===== src/rtl/circular_buffer_scheduler.sv =====
// Write-port arbiter and pointer/occupancy controller for an external circular buffer.
// Optional `DROP_COUNT_EN adds an 8-bit saturating count of requests refused because the buffer was full.
module circular_buffer_scheduler #(
   parameter int buff_size = 4,
   parameter int word_size = 8,
   parameter int addr_size = 2
) (
   input  logic                 clock,
   input  logic                 reset,
   input  logic                 req_a,
   input  logic [word_size-1:0] data_a,
   output logic                 grant_a,
   input  logic                 req_b,
   input  logic [word_size-1:0] data_b,
   output logic                 grant_b,
   output logic                 wr_en,
   output logic [addr_size-1:0] wr_addr,
   output logic [word_size-1:0] wr_data,
   output logic [addr_size-1:0] rd_addr,
   output logic                 out_valid,
   input  logic                 out_ready,
   output logic [addr_size:0]   count,
   output logic                 full,
   output logic                 empty
`ifdef DROP_COUNT_EN
   ,
   output logic [7:0]           drop_count
`endif
);

   localparam logic [addr_size:0]   FULL_CNT = (addr_size + 1)'(buff_size);
   localparam logic [addr_size:0]   CNT_ONE  = {{addr_size{1'b0}}, 1'b1};
   localparam logic [addr_size-1:0] PTR_ONE  = {{(addr_size - 1){1'b0}}, 1'b1};

   logic [addr_size-1:0] wr_ptr_q, wr_ptr_d;
   logic [addr_size-1:0] rd_ptr_q, rd_ptr_d;
   logic [addr_size:0]   count_q, count_d;
   logic                 last_grant_q, last_grant_d;
   logic                 push, pop;

   assign full      = (count_q == FULL_CNT);
   assign empty     = (count_q == '0);
   assign out_valid = !empty;
   assign rd_addr   = rd_ptr_q;
   assign wr_addr   = wr_ptr_q;
   assign count     = count_q;

   // last_grant_q = 1 means B was served last, so A wins the next tie.
   always_comb begin
      grant_a = 1'b0;
      grant_b = 1'b0;
      if (!reset && !full) begin
         if (req_a && req_b) begin
            grant_a = last_grant_q;
            grant_b = !last_grant_q;
         end else begin
            grant_a = req_a;
            grant_b = req_b;
         end
      end
   end

   assign wr_en   = grant_a | grant_b;
   assign wr_data = grant_a ? data_a : data_b;
   assign push    = wr_en;
   assign pop     = out_valid & out_ready;

   always_comb begin
      wr_ptr_d     = wr_ptr_q;
      rd_ptr_d     = rd_ptr_q;
      count_d      = count_q;
      last_grant_d = last_grant_q;
      if (push) begin
         wr_ptr_d     = wr_ptr_q + PTR_ONE;
         last_grant_d = grant_b;
      end
      if (pop) begin
         rd_ptr_d = rd_ptr_q + PTR_ONE;
      end
      if (push && !pop) begin
         count_d = count_q + CNT_ONE;
      end else if (pop && !push) begin
         count_d = count_q - CNT_ONE;
      end
   end

   always_ff @(posedge clock) begin
      if (reset) begin
         wr_ptr_q     <= '0;
         rd_ptr_q     <= '0;
         count_q      <= '0;
         last_grant_q <= 1'b1;
      end else begin
         wr_ptr_q     <= wr_ptr_d;
         rd_ptr_q     <= rd_ptr_d;
         count_q      <= count_d;
         last_grant_q <= last_grant_d;
      end
   end

`ifdef DROP_COUNT_EN
   logic [7:0] drop_q, drop_d;
   logic [1:0] drop_inc;
   logic [8:0] drop_sum;

   // Only refusals caused by a full buffer count; losing arbitration does not.
   assign drop_inc = {1'b0, req_a & full} + {1'b0, req_b & full};
   assign drop_sum = {1'b0, drop_q} + {7'b0, drop_inc};

   always_comb begin
      drop_d = drop_sum[8] ? 8'hFF : drop_sum[7:0];
   end

   always_ff @(posedge clock) begin
      if (reset) begin
         drop_q <= '0;
      end else begin
         drop_q <= drop_d;
      end
   end

   assign drop_count = drop_q;
`endif

endmodule


===== config.mk =====
export PLATFORM = sky130hd
export DESIGN_NAME = circular_buffer_scheduler
export DESIGN_NICKNAME = d
export VERILOG_FILES = /design/src/rtl/circular_buffer_scheduler.sv
export SDC_FILE = /design/constraint.sdc
export NUM_CORES = 1
export LEC_CHECK = 0
export BUFFER_PORTS_ARGS = -buffer_cell sky130_fd_sc_hd__buf_2
export CORE_MARGIN = 8
export CORE_UTILIZATION = 33
export CTS_BUF_LIST = sky130_fd_sc_hd__clkbuf_8 sky130_fd_sc_hd__clkbuf_16
export DETAILED_ROUTE_END_ITERATION = 10
export GPL_ROUTABILITY_DRIVEN = 0
export PLACE_DENSITY_LB_ADDON = 0.12
export SYNTH_ARGS = -nofsm -noshare
export SYNTH_HDL_FRONTEND = slang
export SYNTH_SLANG_ARGS = --single-unit

===== constraint.sdc =====
create_clock -name clock -period 2.1 [get_ports clock]
set_clock_uncertainty 0.1 [all_clocks]
set_input_delay 0.42 -clock clock [delete_from_list [all_inputs] [get_ports clock]]
set_output_delay 0.42 -clock clock [all_outputs]
set_load 0.01 [all_outputs]

==> impl_metrics.toml <==
[outcome]
status = "finished with violations"
violations = "setup timing"

[global_routing]
grt_overflow_total = 0
antenna_found_initial = 0
grt_usage_pct = 11.5
grt_max_degree = 10
grt_pass1_wl_um = 3070
grt_pass1_vias = 721

[cts]
cts_buffers = 3
cts-root-buf = "clkbuf_8"
cts_buffer_depth = 2
clock_sinks = 8
insertion_delay_ps = 220
cts_tree = "yes"
h-tree-depth = 1
clk_pin_slew_ps = 40
cts_hold_buf = 0

[floorplanning]
num_io_pins = 42
die_area_um2 = 3090
coreArea_um2 = 1490
num_rows = 14
start_util_pct = 34.7
dieHeight_um = 55.6
dieWidth_um = 55.6

[layout]
nNetsFinal = 135
drive_gt1_share_pct = 69.1
num_antenna_cells = 0
area_growth_pct = 94.2
stdcell_count = 126
fillers = 129

[placed_design]
dp_hpwl_um = 1280
pre_cts_ws_ps = -31.8
numPortBuffers = 41
dp.cells = 118

[logic_synthesis]
synth-edff-count = 0
synth_top_area_share_pct = 31.0
synthCells = 53
synth_nets = 76
async_flop_share_pct = 0
ys.warnings.count = 0
synth.cells.most_frequent = "dfxtp_1 (8), mux2_2 (8), nor2_1 (5), xor2_1 (4)"
synth.area.top_cells = "dfxtp_1 (31%), mux2_2 (17%), xor2_1 (6.8%)"
syn_area_um2 = 517
ys_seq_elements = 8
yosysTopAreaCell = "dfxtp_1"
ys_seq_area_share_pct = 31.0
netlist-cell-type-count = 22
synth_ff_type = "dfxtp_1"
synth.avg_cell_area_um2 = 9.75

[timing]
setup_viol = 9
slew_headroom_pct = 73.9
worst_pin_slew_ps = 386
hold_viol_final = 0
rsz0062_at_grt = "yes"
period_share_pct = 102
fmax_mhz = 468
maxSlewViolCount = 0
fin_ws_ps = -36.9
min_period_ps = 2140

[routing]
ant_nets = 0
drc = 0
avgViaCountPerCell = 4.89
routedWlPerCell_um = 14.2
wirelength_um = 1790
dr.pass1.iters = 2
drt-initial-drc-count = 1
via_count = 616

[setup_path]
cp_cell_sequence = "nor3b_4, nor4b_4, buf_4, mux2_4, buf_6"
r2r-end = "count[2]$_SDFFE_PP0P_"
crit_fanout = 4
start_kind = "flip-flop"
required_ps = 1580
rr_worst_depth = 9
worstSetupPathType = "reg -> out"
r2r_start = "count[2]$_SDFFE_PP0P_"
rrSetupSlack_ps = -10
max_stage_delay_ps = 310
end_kind = "output pin"
slowest_stage = "dfxtp_2"
worst_ep_arrival_time_ps = 1620

[power]
finalPower_mw = 1.14
leakage_nw = 0.526
ir_drop_mv = 0.539
power_density_nw_per_um2 = 1140

[min_path]
whs_endpoint = "wr_addr[0]$_SDFFE_PP0P_"
holdCritPathClass = "reg -> reg"
worstHoldStart = "wr_addr[0]$_SDFFE_PP0P_"
min_path_cells = 1

[job]
cap_violations = 0
[sequential cells by signal (all words and copies together), names as in the netlist]
register      cells
wr_addr           2
last_grant_q      1
rd_addr           2
count             3
[how the worst max path moves through the flow]
| stage | start | end | slack [ps] | depth (start not counted) |
|---|---|---|---|---|
| final | count[2]$_SDFFE_PP0P_ | wr_data[0] | -40 | 5 |
| after detailed placement | req_b | count[2]$_SDFFE_PP0P_ | -30 | 9 |
| after CTS | count[2]$_SDFFE_PP0P_ | wr_data[1] | -50 | 5 |
| after global routing | count[2]$_SDFFE_PP0P_ | count[2]$_SDFFE_PP0P_ | -110 | 9 |
| after global placement | count[2]$_SDFFE_PP0P_ | count[2]$_SDFFE_PP0P_ | 7 | 7 |
| after floorplan | reset | count[2]$_SDFFE_PP0P_ | -20 | 8 |
[through the flow]
stage                     cell area [um^2]  utilization [%]  hold slack (ps)  setup TNS (ps)
after global routing                  1000             67.4              409            -669
after CTS                              977             65.6              386            -370
final                                 1000             67.4              379            -143
after detailed placement               831             55.8              376           -31.8
after global placement                 831             55.8              364               0
after floorplan                        552                -              359           -20.1
[report_power, final]
part / total, mW / leakage [nW] / internal, mW / switching [mW]
registers: 0.264 / 0.0672 / 0.214 / 0.0504
logic: 0.697 / 0.438 / 0.377 / 0.319
clock network: 0.178 / 0.0216 / 0.124 / 0.0544
[worst max-delay path, delay by kind of cell, from the launching register on]
| kind | cells | cell delay (ps) |
|---|---|---|
| simple gates | 2 | 460 |
| flops | 1 | 310 |
| mux | 1 | 310 |
| buf+inv | 2 | 320 |
[what timing repair did]
item                       4_1_cts  5_1_grt
setup endpoints to repair        8        9
cloned                           1        0
pin swaps                        1        2
gates resized for setup         16        5
setup buffers                    3        1
[cells in the final DEF (no fill, tap or decap), drive strengths merged, types with 3 or more instances in the layout]
master  count
o21ai       3
mux2        8
clkbuf      3
xor2        4
dfxtp       8
nor2        5
buf        55
or3         3
[cell families (layout without fill, tap and decap cells)]
group,after synthesis,count (layout),synth area share [%]
adders and majority gates,2,2,6.30
AOI/OAI and AO/OA,8,8,9.69
DFF,8,8,31.0
buffers and inverters,3,60,2.18
muxes,10,10,21.3
and+or+nand+nor,18,18,22.8
xor gates and xnor gates,4,4,6.78
[area by class of cell]
| type | instances | area [um^2] | share of cell area, % |
|---|---|---|---|
| tap | 16 | 20.0 | 2.00 |
| sequential | 8 | 164 | 16.3 |
| clock buffer | 3 | 41.3 | 4.11 |
| inverter | 2 | 7.51 | 0.748 |
| timing repair buffer | 55 | 364 | 36.3 |
| multi-input combinational | 42 | 407 | 40.5 |
[routing by layer]
metal | track usage [%] | routed length (um)
met5 | 0 | 0
met4 | 4.23 | 27
met3 | 6.39 | 235
met2 | 20.4 | 794
met1 | 10.8 | 732
Power figures use the tool's default switching activity.
